[src/rtl/wrr_round_tracker.sv]
// wrr_round_tracker
//   Dequeue-side tracker for the WRR rank engine. Rank words popped from the
//   PIFO root ({tag_valid, overflow, round, addr}) are split into:
//     - the buffer address, pushed through a small FIFO to the packet reader
//     - the global virtual time {overflow, round}, fed back as last_pifo_*
//   Global time only moves forward; an overflow-epoch change with a smaller
//   round is treated as a wrap. Stale tags still release their address.
//
//   Optional build macro: WRR_ROUND_TRACKER_STATS_EN adds saturating
//   stale/advance event counters (stat_stale_cnt, stat_adv_cnt).
//
// Ports
//   clk, rstn            clock, async active-low reset
//   clear                sync tracker re-init (FIFO untouched)
//   deq_valid/ready/data rank word input handshake
//   addr_valid/ready/data released address output (FIFO head)
//   last_pifo_valid/overflow/round  global virtual time
//   round_adv            one-cycle pulse when global time changes
module wrr_round_tracker #(
  parameter int PIFO_OVERFLOW_WIDTH = 1,
  parameter int PIFO_ROUND_WIDTH    = 18,
  parameter int PIFO_ADDR_WIDTH     = 12,
  parameter int PIFO_WIDTH          = 32,
  parameter int OUT_DEPTH           = 4
) (
  input  logic                           clk,
  input  logic                           rstn,
  input  logic                           clear,
  input  logic                           deq_valid,
  input  logic [PIFO_WIDTH-1:0]          deq_data,
  output logic                           deq_ready,
  output logic                           addr_valid,
  output logic [PIFO_ADDR_WIDTH-1:0]     addr_data,
  input  logic                           addr_ready,
  output logic                           last_pifo_valid,
  output logic [PIFO_OVERFLOW_WIDTH-1:0] last_pifo_overflow,
  output logic [PIFO_ROUND_WIDTH-1:0]    last_pifo_round,
  output logic                           round_adv
`ifdef WRR_ROUND_TRACKER_STATS_EN
  ,
  output logic [31:0]                    stat_stale_cnt,
  output logic [31:0]                    stat_adv_cnt
`endif
);

  localparam int OW = PIFO_OVERFLOW_WIDTH;
  localparam int RW = PIFO_ROUND_WIDTH;
  localparam int AW = PIFO_ADDR_WIDTH;
  localparam int PW = (OUT_DEPTH > 1) ? $clog2(OUT_DEPTH) : 1;
  localparam int CW = PW + 1;

  typedef enum logic {INIT, TRACK} state_t;

  // ---------------- S1: accepted word register ----------------
  logic          accept;
  logic          s1_valid;
  logic [OW-1:0] s1_ovf;
  logic [RW-1:0] s1_round;
  logic [AW-1:0] s1_addr;

  assign accept = deq_valid & deq_ready;

  // Words with tag_valid=0 are consumed here and never enter S1.
  always_ff @(posedge clk or negedge rstn) begin
    if (!rstn) begin
      s1_valid <= 1'b0;
      s1_ovf   <= '0;
      s1_round <= '0;
      s1_addr  <= '0;
    end else begin
      s1_valid <= accept & deq_data[PIFO_WIDTH-1];
      if (accept) begin
        s1_ovf   <= deq_data[AW+RW +: OW];
        s1_round <= deq_data[AW +: RW];
        s1_addr  <= deq_data[AW-1:0];
      end
    end
  end

  // ---------------- address FIFO ----------------
  logic [OUT_DEPTH-1:0][AW-1:0] mem;
  logic [PW-1:0]                wr_ptr, rd_ptr;
  logic [CW-1:0]                count;
  logic [CW:0]                  occ;
  logic                         push, pop;

  assign push       = s1_valid;
  assign addr_valid = (count != '0);
  assign pop        = addr_valid & addr_ready;
  assign addr_data  = mem[rd_ptr];

  // Occupancy includes S1 so the in-flight word always has a FIFO slot.
  assign occ       = {1'b0, count} + {{CW{1'b0}}, s1_valid};
  assign deq_ready = occ < (CW+1)'(OUT_DEPTH);

  always_ff @(posedge clk or negedge rstn) begin
    if (!rstn) begin
      mem    <= '0;
      wr_ptr <= '0;
      rd_ptr <= '0;
      count  <= '0;
    end else begin
      if (push) begin
        mem[wr_ptr] <= s1_addr;
        wr_ptr      <= wr_ptr + PW'(1);
      end
      if (pop) rd_ptr <= rd_ptr + PW'(1);
      unique case ({push, pop})
        2'b10:   count <= count + CW'(1);
        2'b01:   count <= count - CW'(1);
        default: ;
      endcase
    end
  end

  // ---------------- tracker FSM ----------------
  state_t        state, nxt_state;
  logic [OW-1:0] cur_ovf, nxt_ovf;
  logic [RW-1:0] cur_round, nxt_round;
  logic          adv, stale;

  always_comb begin
    nxt_state = state;
    nxt_ovf   = cur_ovf;
    nxt_round = cur_round;
    adv       = 1'b0;
    stale     = 1'b0;
    if (s1_valid) begin
      unique case (state)
        INIT: begin
          nxt_state = TRACK;
          nxt_ovf   = s1_ovf;
          nxt_round = s1_round;
          adv       = 1'b1;
        end
        TRACK: begin
          if (s1_ovf == cur_ovf) begin
            if (s1_round > cur_round) begin
              nxt_round = s1_round;
              adv       = 1'b1;
            end else if (s1_round < cur_round) begin
              stale = 1'b1;
            end
          end else if (s1_round < cur_round) begin
            // New epoch with a smaller round: the round counter wrapped.
            nxt_ovf   = s1_ovf;
            nxt_round = s1_round;
            adv       = 1'b1;
          end else begin
            // Other epoch with round >= ours: leftover from the prior epoch.
            stale = 1'b1;
          end
        end
        default: ;
      endcase
    end
    // clear overrides any S1 evaluation; the address still goes to the FIFO.
    if (clear) begin
      nxt_state = INIT;
      nxt_ovf   = '0;
      nxt_round = '0;
      adv       = 1'b0;
      stale     = 1'b0;
    end
  end

  always_ff @(posedge clk or negedge rstn) begin
    if (!rstn) begin
      state     <= INIT;
      cur_ovf   <= '0;
      cur_round <= '0;
      round_adv <= 1'b0;
    end else begin
      state     <= nxt_state;
      cur_ovf   <= nxt_ovf;
      cur_round <= nxt_round;
      round_adv <= adv;
    end
  end

  assign last_pifo_valid    = (state == TRACK);
  assign last_pifo_overflow = cur_ovf;
  assign last_pifo_round    = cur_round;

`ifdef WRR_ROUND_TRACKER_STATS_EN
  always_ff @(posedge clk or negedge rstn) begin
    if (!rstn) begin
      stat_stale_cnt <= '0;
      stat_adv_cnt   <= '0;
    end else if (clear) begin
      stat_stale_cnt <= '0;
      stat_adv_cnt   <= '0;
    end else begin
      if (stale && stat_stale_cnt != '1) stat_stale_cnt <= stat_stale_cnt + 32'd1;
      if (adv && stat_adv_cnt != '1)     stat_adv_cnt   <= stat_adv_cnt + 32'd1;
    end
  end
`endif

endmodule

[config.mk]
export PLATFORM = sky130hd
export DESIGN_NAME = wrr_round_tracker
export DESIGN_NICKNAME = d
export VERILOG_FILES = /design/src/rtl/wrr_round_tracker.sv
export SDC_FILE = /design/constraint.sdc
export NUM_CORES = 1
export LEC_CHECK = 0
export ABC_AREA = 1
export CAP_MARGIN = 25
export CORE_MARGIN = 2
export CORE_UTILIZATION = 40
export CTS_BUF_LIST = sky130_fd_sc_hd__clkbuf_2 sky130_fd_sc_hd__clkbuf_4 sky130_fd_sc_hd__clkbuf_8
export CTS_CLUSTER_SIZE = 20
export DETAILED_ROUTE_END_ITERATION = 7
export SETUP_SLACK_MARGIN = 0.2
export SYNTH_ARGS = -nofsm -noshare
export SYNTH_HDL_FRONTEND = slang
export SYNTH_SLANG_ARGS = --single-unit
[constraint.sdc]
create_clock -name clk -period 1.6 [get_ports clk]
set_input_delay 0.16 -clock clk [delete_from_list [all_inputs] [get_ports clk]]
set_output_delay 0.16 -clock clk [all_outputs]
set_load 0.005 [all_outputs]
# Word-level counts from Yosys, hierarchy flattened
# Index checks and enable logic that the tools add are counted.
# totals
register_bits	108
# op_classes
magnitude_cmp	6
bitwise_logic	4
eq_ne	7
muxes	25
n_addsub	5
reduce_logical	6
# ops
cell	count
$mux 18	5
$bwmux 48	1
$pmux 18 s2	1
$bmux 12 s2	1
$demux 12 s2	1
$mux 12	2
$gt 18x18->1	1
$lt 18x18->1	1
$mux 1	11
$lt 2x3->1 const B	2
$pmux 3 s2	1
$reduce_and 3->1	2
$add 2x1->2 const B	2
$add 3x1->4	1
$lt 4x3->1 const B	1
$ne 4x2->1 const B	1
$ne 4x3->1 const B	1
$pmux 1 s2	2
$reduce_bool 2->1	2
$add 3x1->3 const B	1
$and 1x1->1	3
$ne 3x2->1 const B	1
$ne 3x3->1 const B	1
$reduce_bool 3->1	1
other kinds (7)	7

# Longest topological paths before layout
# Gate-level depths: netlist of the first run.
# logic_depth
depth_word	6
ltp_mapped	16

# Worst setup path before layout of the first run
# Ideal clock, no wire load.
# synth_timing
path_kind	register to register
startpoint	reg cur_round[17], in the netlist last_pifo_round[17]
endpoint	reg cur_round[10], in the netlist last_pifo_round[10]
period_less_slack_ps	1810
path_stages_with_launch	15
t_arrival_ps	1693
t_required_ps	1483
path_slack_ps	-210
path_cell_list	dfrtp_1 -> inv_1 -> ha_1 -> nand2_1 -> nor2_2 -> nand2_2 -> nor2_2 -> o21ai_1 -> nand3_2 -> nand2_1 -> nand3_2 -> nand2_4 -> buf_6 -> nand2_1 -> nand2_1
# synth_between
elab_chain_len	3
# synth_lines
element	line_no	rtl
from (decl)	119	logic [RW-1:0] cur_round, nxt_round;
from (signal assigned)	176	cur_round <= nxt_round;
$gt 18x18->1 or $lt 18x18->1 (tied branches)	138, 144	
$ne 4x3->1 (no source line) or $ne 4x2->1 (tied branches)	-	
$reduce_and 3->1 (no source line) *	-	
# Mark *: on every way between the ends. The rest lies on a longest branch, timed or not.
# A chain may end at the register's enable or synchronous reset.

# Final worst setup path of the first run
# layout_timing
startpoint	reg cur_round[13], in the netlist last_pifo_round[13]
endpoint	reg cur_ovf, in the netlist last_pifo_overflow
# layout_between
elab_chain_len	3
# layout_lines
element	line_no	rtl
$lt 18x18->1	144	end else if (s1_round < cur_round) begin
$ne 3x2->1 (no source line)	-	
$reduce_and 3->1 (no source line)	-	
to (signal assigned)	175	cur_ovf <= nxt_ovf;
to (decl)	118	logic [OW-1:0] cur_ovf, nxt_ovf;
# Every way passes these cells.

==> impl_metrics.csv, run 1 <==
group,metric,value,unit
status,run_status,"complete, but fails checks",
status,violations,"setup timing",
setup_path,start_kind,"flop",
floorplan,start_util,40.6,%
synthesis,yosysTopAreaCell,"dfrtp_1",
cells_and_area,area_delta_synth_final,53.0,%
drt,vias,4565,
placement,place_congestion,0.760,
synthesis,synth-edff-count,0,
setup_path,critPathBufInv,3,
drt,drt-pass1-iter-count,4,
global_route,grt_pass1_wl,21700,um
cts,cts_made_buffers,9,
synthesis,ys_seq_elements,108,
cts,cts_buffer_depth,2,
synthesis,async_flop_share,100,%
setup_path,end_kind,"flop",
setup_path,path_class,"reg2reg",
placement,portBuffers,71,
cts,clk_pin_slew,0.11,ns
synthesis,synth_top_area_share,53.2,%
drt,final_antenna_net_count,0,
placement,place_hpwl,8120,um
sta,period_minus_slack,2.02,ns
floorplan,coreArea,12500,um2
setup_path,critical_path.top_delay_family,"simple AND/OR/NAND/NOR gates",
sta,finClkSkew,0.0214,ns
floorplan,die_w,117,um
synthesis,post-synth-top-count-cell,"nand2_1",
synthesis,yosysSeqAreaShare,53.2,%
sta,final.setup.worst_slack,-0.415,ns
setup_path,cp_max_fo,10,
cells_and_area,finish.instance_area,7770,um2
synthesis,synth_ff_type,"dfrtp_1",
worst_hold_path,hold_class,"in2async",
sta,final_hold_viol_count,0,
sta,post-route-period-util,126,%
setup_path,ff2ff_path_depth,12,
global_route,grt_antenna_before_repair,0,
drt,viasPerCell,4.88,
power_and_ir_drop,power_density,1970,nW/um2
sta,worst_slew_pin_slew,0.468,ns
synthesis,synth_area_per_cell,8.49,um2
cells_and_area,final_nets,819,
setup_path,required,1.89,ns
sta,slew_violations,0,
setup_path,crit_arrival,2.30,ns
setup_path,regToRegSetupSlack,-0.42,ns
sta,fmax,496,MHz
global_route,grt_use_total,20.4,%
cells_and_area,n_antenna_cell,0,
setup_path,reg2reg_from,"last_pifo_round[13]",
setup_path,r2r_end,"last_pifo_overflow",
cells_and_area,fillers,1092,
setup_path,cpPeakStageDelay,0.35,ns
setup_path,cp_slowest_cell,"dfrtp_1",
sta,tns,-8.00,ns
cts,clkSinkCount,108,
floorplan,io_pins,72,
synthesis,netlist_top_cells_count,"nand2_1 (124), dfrtp_1 (108), nor2_1 (80)",
drt,wl_per_cell,14.9,um
setup_path,cp_cell_sequence,"inv_1 -> ha_1 -> nand2_1 -> inv_1 -> nand2_1 -> nand2_1 -> a21oi_2 -> nand3_2 -> nand2_2 -> nand3_4 -> buf_12 -> o21ai_0",
placement,pre_cts_ws,-0.432,ns
cts,cts-root-buf,"clkbuf_8",
synthesis,yosysWarnings,0,
floorplan,rows,41,
cells_and_area,final_cells,935,
cells_and_area,final_layout_size_suffix_gt1_share,34.9,%
synthesis,ys_types,29,
floorplan,die-area,13600,um2
setup_path,path_common_cell,"nand2_1",
global_route,overflow,0,
synthesis,syn_nets,659,
drt,drcViolationCount,0,
power_and_ir_drop,p_leak,0.00378,uW
cts,htreeDepth,3,
sta,max_slew_margin,68.8,%
sta,rsz0062_at_grt,"true",
cts,cts_tree,"done",
global_route,grt_max_degree,39,
floorplan,dieHeight,117,um
cts,clk_latency,0.39,ns
flow_run,drv_cap,0,
synthesis,synth_area,5080,um2
drt,drt_wl_total,14000,um
global_route,grt_pass1_vias,4583,
synthesis,synth_area_leaders,"dfrtp_1 (53%), nand2_1 (9.2%), o21ai_0 (7.5%), nor2_1 (5.9%), ha_1 (5.7%)",
drt,drtIter0Drc,267,
sta,hold-worst-slack,0.253,ns
sta,setup_viol,41,
placement,dpl.cell_count,866,
placement,dpl_cell_area,6340,um2
synthesis,synthCells,598,
power_and_ir_drop,ir_worst_vdd,1.02,mV
report_power, final:
part / internal, uW / total, uW / switching [uW]
logic: 4490 / 8920 / 4430
registers: 3970 / 4760 / 787
clock network: 640 / 1660 / 1020
flip-flops by register name (all words and copies together) (netlist names):
signal	cells
last_pifo_overflow	1
mem	48
s1_round	18
s1_ovf	1
push	1
last_pifo_valid	1
wr_ptr	2
rd_ptr	2
last_pifo_round	18
round_adv	1
s1_addr	12
count	3
routing by layer:
layer  track usage, %  vias up  share of wire [%]
li1                 -     2224                  -
met4             5.88        0                1.4
met5                0        -                  0
met2             36.7       99                 53
met1             24.8     2223                 42
met3             3.89       19                3.2
worst max-delay path by stage:
| stage | depth (start not counted) | to | slack [ns] | start |
|---|---|---|---|---|
| CTS | 13 | last_pifo_round[7] | -0.30 | last_pifo_round[17] |
| floorplan | 14 | last_pifo_round[10] | -0.18 | last_pifo_round[15] |
| global placement | 13 | last_pifo_overflow | -0.32 | last_pifo_round[13] |
| global route | 14 | last_pifo_overflow | -0.57 | last_pifo_round[4] |
| detailed placement | 12 | last_pifo_round[7] | -0.43 | s1_round[5] |
| finish | 12 | last_pifo_overflow | -0.42 | last_pifo_round[13] |
through the flow:
step	util, %	total power (uW)
after floorplan	-	8110
after global placement	50.7	10900
after detailed placement	50.7	11100
after CTS	58.0	14000
after global routing	62.1	16600
final	62.1	15300
cell families (layout without fill, tap and decap cells):
group	Yosys count	after routing	synth area share [%]
buffers and inverters	98	263	7.81
AO/OA/AOI/OAI	130	130	13.3
XOR/XNOR	6	6	1.03
flip-flops	108	108	53.2
AND/OR/NAND/NOR	231	231	18.4
adder cells (fa/ha/maj)	24	24	6.06
multiplexers	1	1	0.222
repair_timing:
item                                    CTS  global route
endpoints found under the hold margin    31             0
hold buffers                              1             0
pin swaps                                37            44
setup buffers                            29            14
gates resized for setup                 241            76
cloned                                    2             7
endpoints found under the setup margin   73            79
placed cells by master (no fill, tap or decap), types with 2 or more instances in the layout:
master,n
clkbuf_2,5
nand2_4,2
inv_1,61
o21ai_4,2
inv_6,3
inv_2,9
nor2_1,39
dlygate4sd2_1,11
clkbuf_16,5
o21ai_0,52
buf_2,14
ha_1,19
buf_12,10
nand3_4,3
o21ai_2,16
buf_16,3
buf_4,56
xor2_1,5
nand2_1,120
o22ai_1,7
o22ai_2,5
o21ai_1,7
a21oi_1,8
a21oi_2,28
nand2_2,3
clkbuf_8,10
buf_6,34
dfrtp_1,108
nor2_4,33
nand3_1,18
clkdlybuf4s50_1,36
nor2_2,10
ha_4,4
layout make-up:
class,instances,area [um2],area share [%]
clock buffers,10,138,1.77
clock inverters,6,56.3,0.724
inverters,70,263,3.38
multi-input cells,392,2600,33.5
flip-flops and latches,108,2700,34.8
well taps,172,215,2.77
repair buffers,177,1800,23.1
Power figures use the tool's default switching activity.
==> inputs of run 2 (changes only) <==
--- a/config.mk
+++ b/config.mk
@@ -12,6 +12,7 @@
 export CTS_BUF_LIST = sky130_fd_sc_hd__clkbuf_2 sky130_fd_sc_hd__clkbuf_4 sky130_fd_sc_hd__clkbuf_8
 export CTS_CLUSTER_SIZE = 20
 export DETAILED_ROUTE_END_ITERATION = 7
+export HOLD_SLACK_MARGIN = 0.15
 export SETUP_SLACK_MARGIN = 0.2
 export SYNTH_ARGS = -nofsm -noshare
 export SYNTH_HDL_FRONTEND = slang
==> results of run 2 <==
The final DEF is identical to that of run 1; final timing and power are the same.
==> inputs of run 3 (changes only) <==
--- a/config.mk
+++ b/config.mk
@@ -8,12 +8,12 @@
 export ABC_AREA = 1
 export CAP_MARGIN = 25
 export CORE_MARGIN = 2
-export CORE_UTILIZATION = 40
+export CORE_UTILIZATION = 51
 export CTS_BUF_LIST = sky130_fd_sc_hd__clkbuf_2 sky130_fd_sc_hd__clkbuf_4 sky130_fd_sc_hd__clkbuf_8
 export CTS_CLUSTER_SIZE = 20
 export DETAILED_ROUTE_END_ITERATION = 7
 export HOLD_SLACK_MARGIN = 0.15
-export SETUP_SLACK_MARGIN = 0.2
+export PLACE_DENSITY = 0.78
 export SYNTH_ARGS = -nofsm -noshare
 export SYNTH_HDL_FRONTEND = slang
 export SYNTH_SLANG_ARGS = --single-unit
==> run 3 against run 2 <==
  * The flow still finishes with violations (setup timing)
  * Clock skew fell by 0.0077 ns
  * Sequential share of layout area rose by 2.3 points
  * Largest cell class unchanged
  * Non-clock buffer count fell by 25
==> impl_metrics.csv, run 3 (synthesis gave the netlist of run 1 again) <==
group,metric,value,unit
floorplan,io_pins,72,
cells_and_area,area_delta_synth_final,43.5,%
drt,vias,4610,
sta,final.setup.worst_slack,-0.425,ns
cts,cts-root-buf,"clkbuf_8",
power_and_ir_drop,p_leak,0.00360,uW
sta,finClkSkew,0.0137,ns
cts,clk_pin_slew,0.10,ns
drt,final_antenna_net_count,0,
cells_and_area,top_register,"mem",
floorplan,start_util,52.2,%
sta,rsz0062_at_grt,"true",
floorplan,dieHeight,104,um
sta,post-route-period-util,127,%
sta,fmax,494,MHz
drt,wl_per_cell,15.9,um
cells_and_area,final_nets,795,
setup_path,cpPeakStageDelay,0.36,ns
cts,cts_made_buffers,9,
drt,drt-pass1-iter-count,5,
power_and_ir_drop,p_total,15100,uW
drt,top_layer,"met4",
power_and_ir_drop,power_density,2070,nW/um2
cells_and_area,largest_reg_flops,48,
drt,dr_wl_met2,7220,um
setup_path,start_kind,"flop",
placement,dpl_cell_area,6270,um2
sta,setup_viol,33,
floorplan,die_w,104,um
floorplan,coreArea,9730,um2
worst_hold_path,hold_class,"in2async",
setup_path,crit_arrival,2.29,ns
flow_run,drv_cap,0,
cells_and_area,final_layout_size_suffix_gt1_share,28.5,%
cts,clk_latency,0.38,ns
placement,place_congestion,0.818,
sta,max_slew_margin,72.8,%
sta,final_hold_viol_count,0,
cells_and_area,final_cell_mix,"nand2_1 (111), dfrtp_1 (108), nor2_1 (64), inv_1 (60), buf_4 (54)",
cts,cts_tree,"done",
drt,viasPerCell,5.30,
placement,portBuffers,71,
status,violations,"setup timing",
sta,period_minus_slack,2.02,ns
cells_and_area,n_antenna_cell,0,
global_route,grt_max_degree,50,
placement,dpl.cell_count,828,
drt,met3_length,660,um
global_route,grt_pass1_vias,4635,
global_route,grt_pass1_wl,21600,um
setup_path,required,1.86,ns
drt,drtIter0Drc,224,
cells_and_area,layout_commonest_cell,"nand2_1",
global_route,grt_use_total,24.6,%
drt,drt_wl_total,13800,um
setup_path,critical_path.top_delay_family,"simple AND/OR/NAND/NOR gates",
global_route,grt_antenna_before_repair,0,
placement,place_hpwl,8160,um
setup_path,cp_slowest_cell,"dfrtp_1",
sta,worst_slew_pin_slew,0.408,ns
power_and_ir_drop,ir_worst_vdd,0.993,mV
setup_path,end_kind,"flop",
drt,m1WireLength,5570,um
cts,clkSinkCount,108,
floorplan,rows,36,
drt,drcViolationCount,0,
cells_and_area,fillers,672,
global_route,overflow,0,
cts,cts_buffer_depth,2,
cts,htreeDepth,3,
cells_and_area,finish.instance_area,7290,um2
sta,slew_violations,0,
setup_path,critPathBufInv,3,
status,run_status,"complete, but fails checks",
setup_path,path_class,"reg2reg",
setup_path,cp_cell_sequence,"inv_1 -> ha_1 -> nand2_2 -> inv_1 -> nand2_1 -> nand2_2 -> a21oi_4 -> nand3_4 -> nand2_4 -> nand3_4 -> buf_8 -> nand3_2 -> nand2_1",
cells_and_area,final_cells,870,
setup_path,cp_max_fo,8,
floorplan,die-area,10800,um2
sta,hold-worst-slack,0.241,ns
[run 3: cell types whose count changed in the layout (fill, tap and decap cells not counted), sizes merged]
cell	before	now
buf	118	92
clkdlybuf4s50	36	51
dlygate4sd2	11	1
clkbuf	20	13
dlymetal6s2s	0	4
inv	73	70
bufinv	0	1
clkinv	3	2
nand2	126	127
[run 3: repair_timing]
action / 4_1_cts / 5_1_grt
buffers inserted: 17 / 10
hold buffers: 1 / 0
endpoints found under the setup margin: 36 / 45
endpoints found under the hold margin: 91 / 0
pin swaps: 21 / 40
gates cloned: 1 / 2
resized for setup: 124 / 99
[run 3: path summary, 6_finish.rpt]
kind / startpoint / endpoint / slack [ns] / depth (start not counted)
max: last_pifo_round[12] / last_pifo_round[11] / -0.42 / 13
min: rstn / mem[38] / 0.24 / 2
max reg2reg: last_pifo_round[12] / last_pifo_round[11] / -0.42 / 13
min reg2reg: mem[17] / mem[17] / 0.49 / 2
max in group asynchronous: rstn / s1_addr[11] / 0.68 / 3
min in group clk: deq_data[31] / push / 0.31 / 3
[run 3: final cells by class]
cell class / count / area, um2 / area share, %
Clock buffer: 11 / 151 / 2.08
Clock inverter: 3 / 47.5 / 0.652
Inverter: 70 / 273 / 3.74
Multi-Input combinational cell: 393 / 2500 / 34.3
Sequential cell: 108 / 2700 / 37.1
Tap cell: 133 / 166 / 2.28
Timing Repair Buffer: 152 / 1450 / 19.9
[run 3: stage by stage]
stage | setup WS (ns) | TNS (ns) | util, %
2_1_floorplan | -0.179 | -3.34 | -
3_3_place_gp | -0.288 | -5.68 | 64.5
3_5_place_dp | -0.407 | -7.96 | 64.5
4_1_cts | -0.368 | -8.32 | 69.7
5_1_grt | -0.513 | -11.84 | 74.9
6_report | -0.425 | -9.12 | 74.9
[run 3: layer usage]
| layer | vias up | GRT usage, % |
|---|---|---|
| met5 | - | 0 |
| met4 | 0 | 9.65 |
| met3 | 34 | 3.84 |
| met2 | 166 | 42.9 |
| met1 | 2231 | 30.9 |
| li1 | 2179 | - |
[run 3: where the power goes]
group	internal, uW	switching [uW]
Combinational	4120	4420
Clock	799	934
Sequential	3980	852
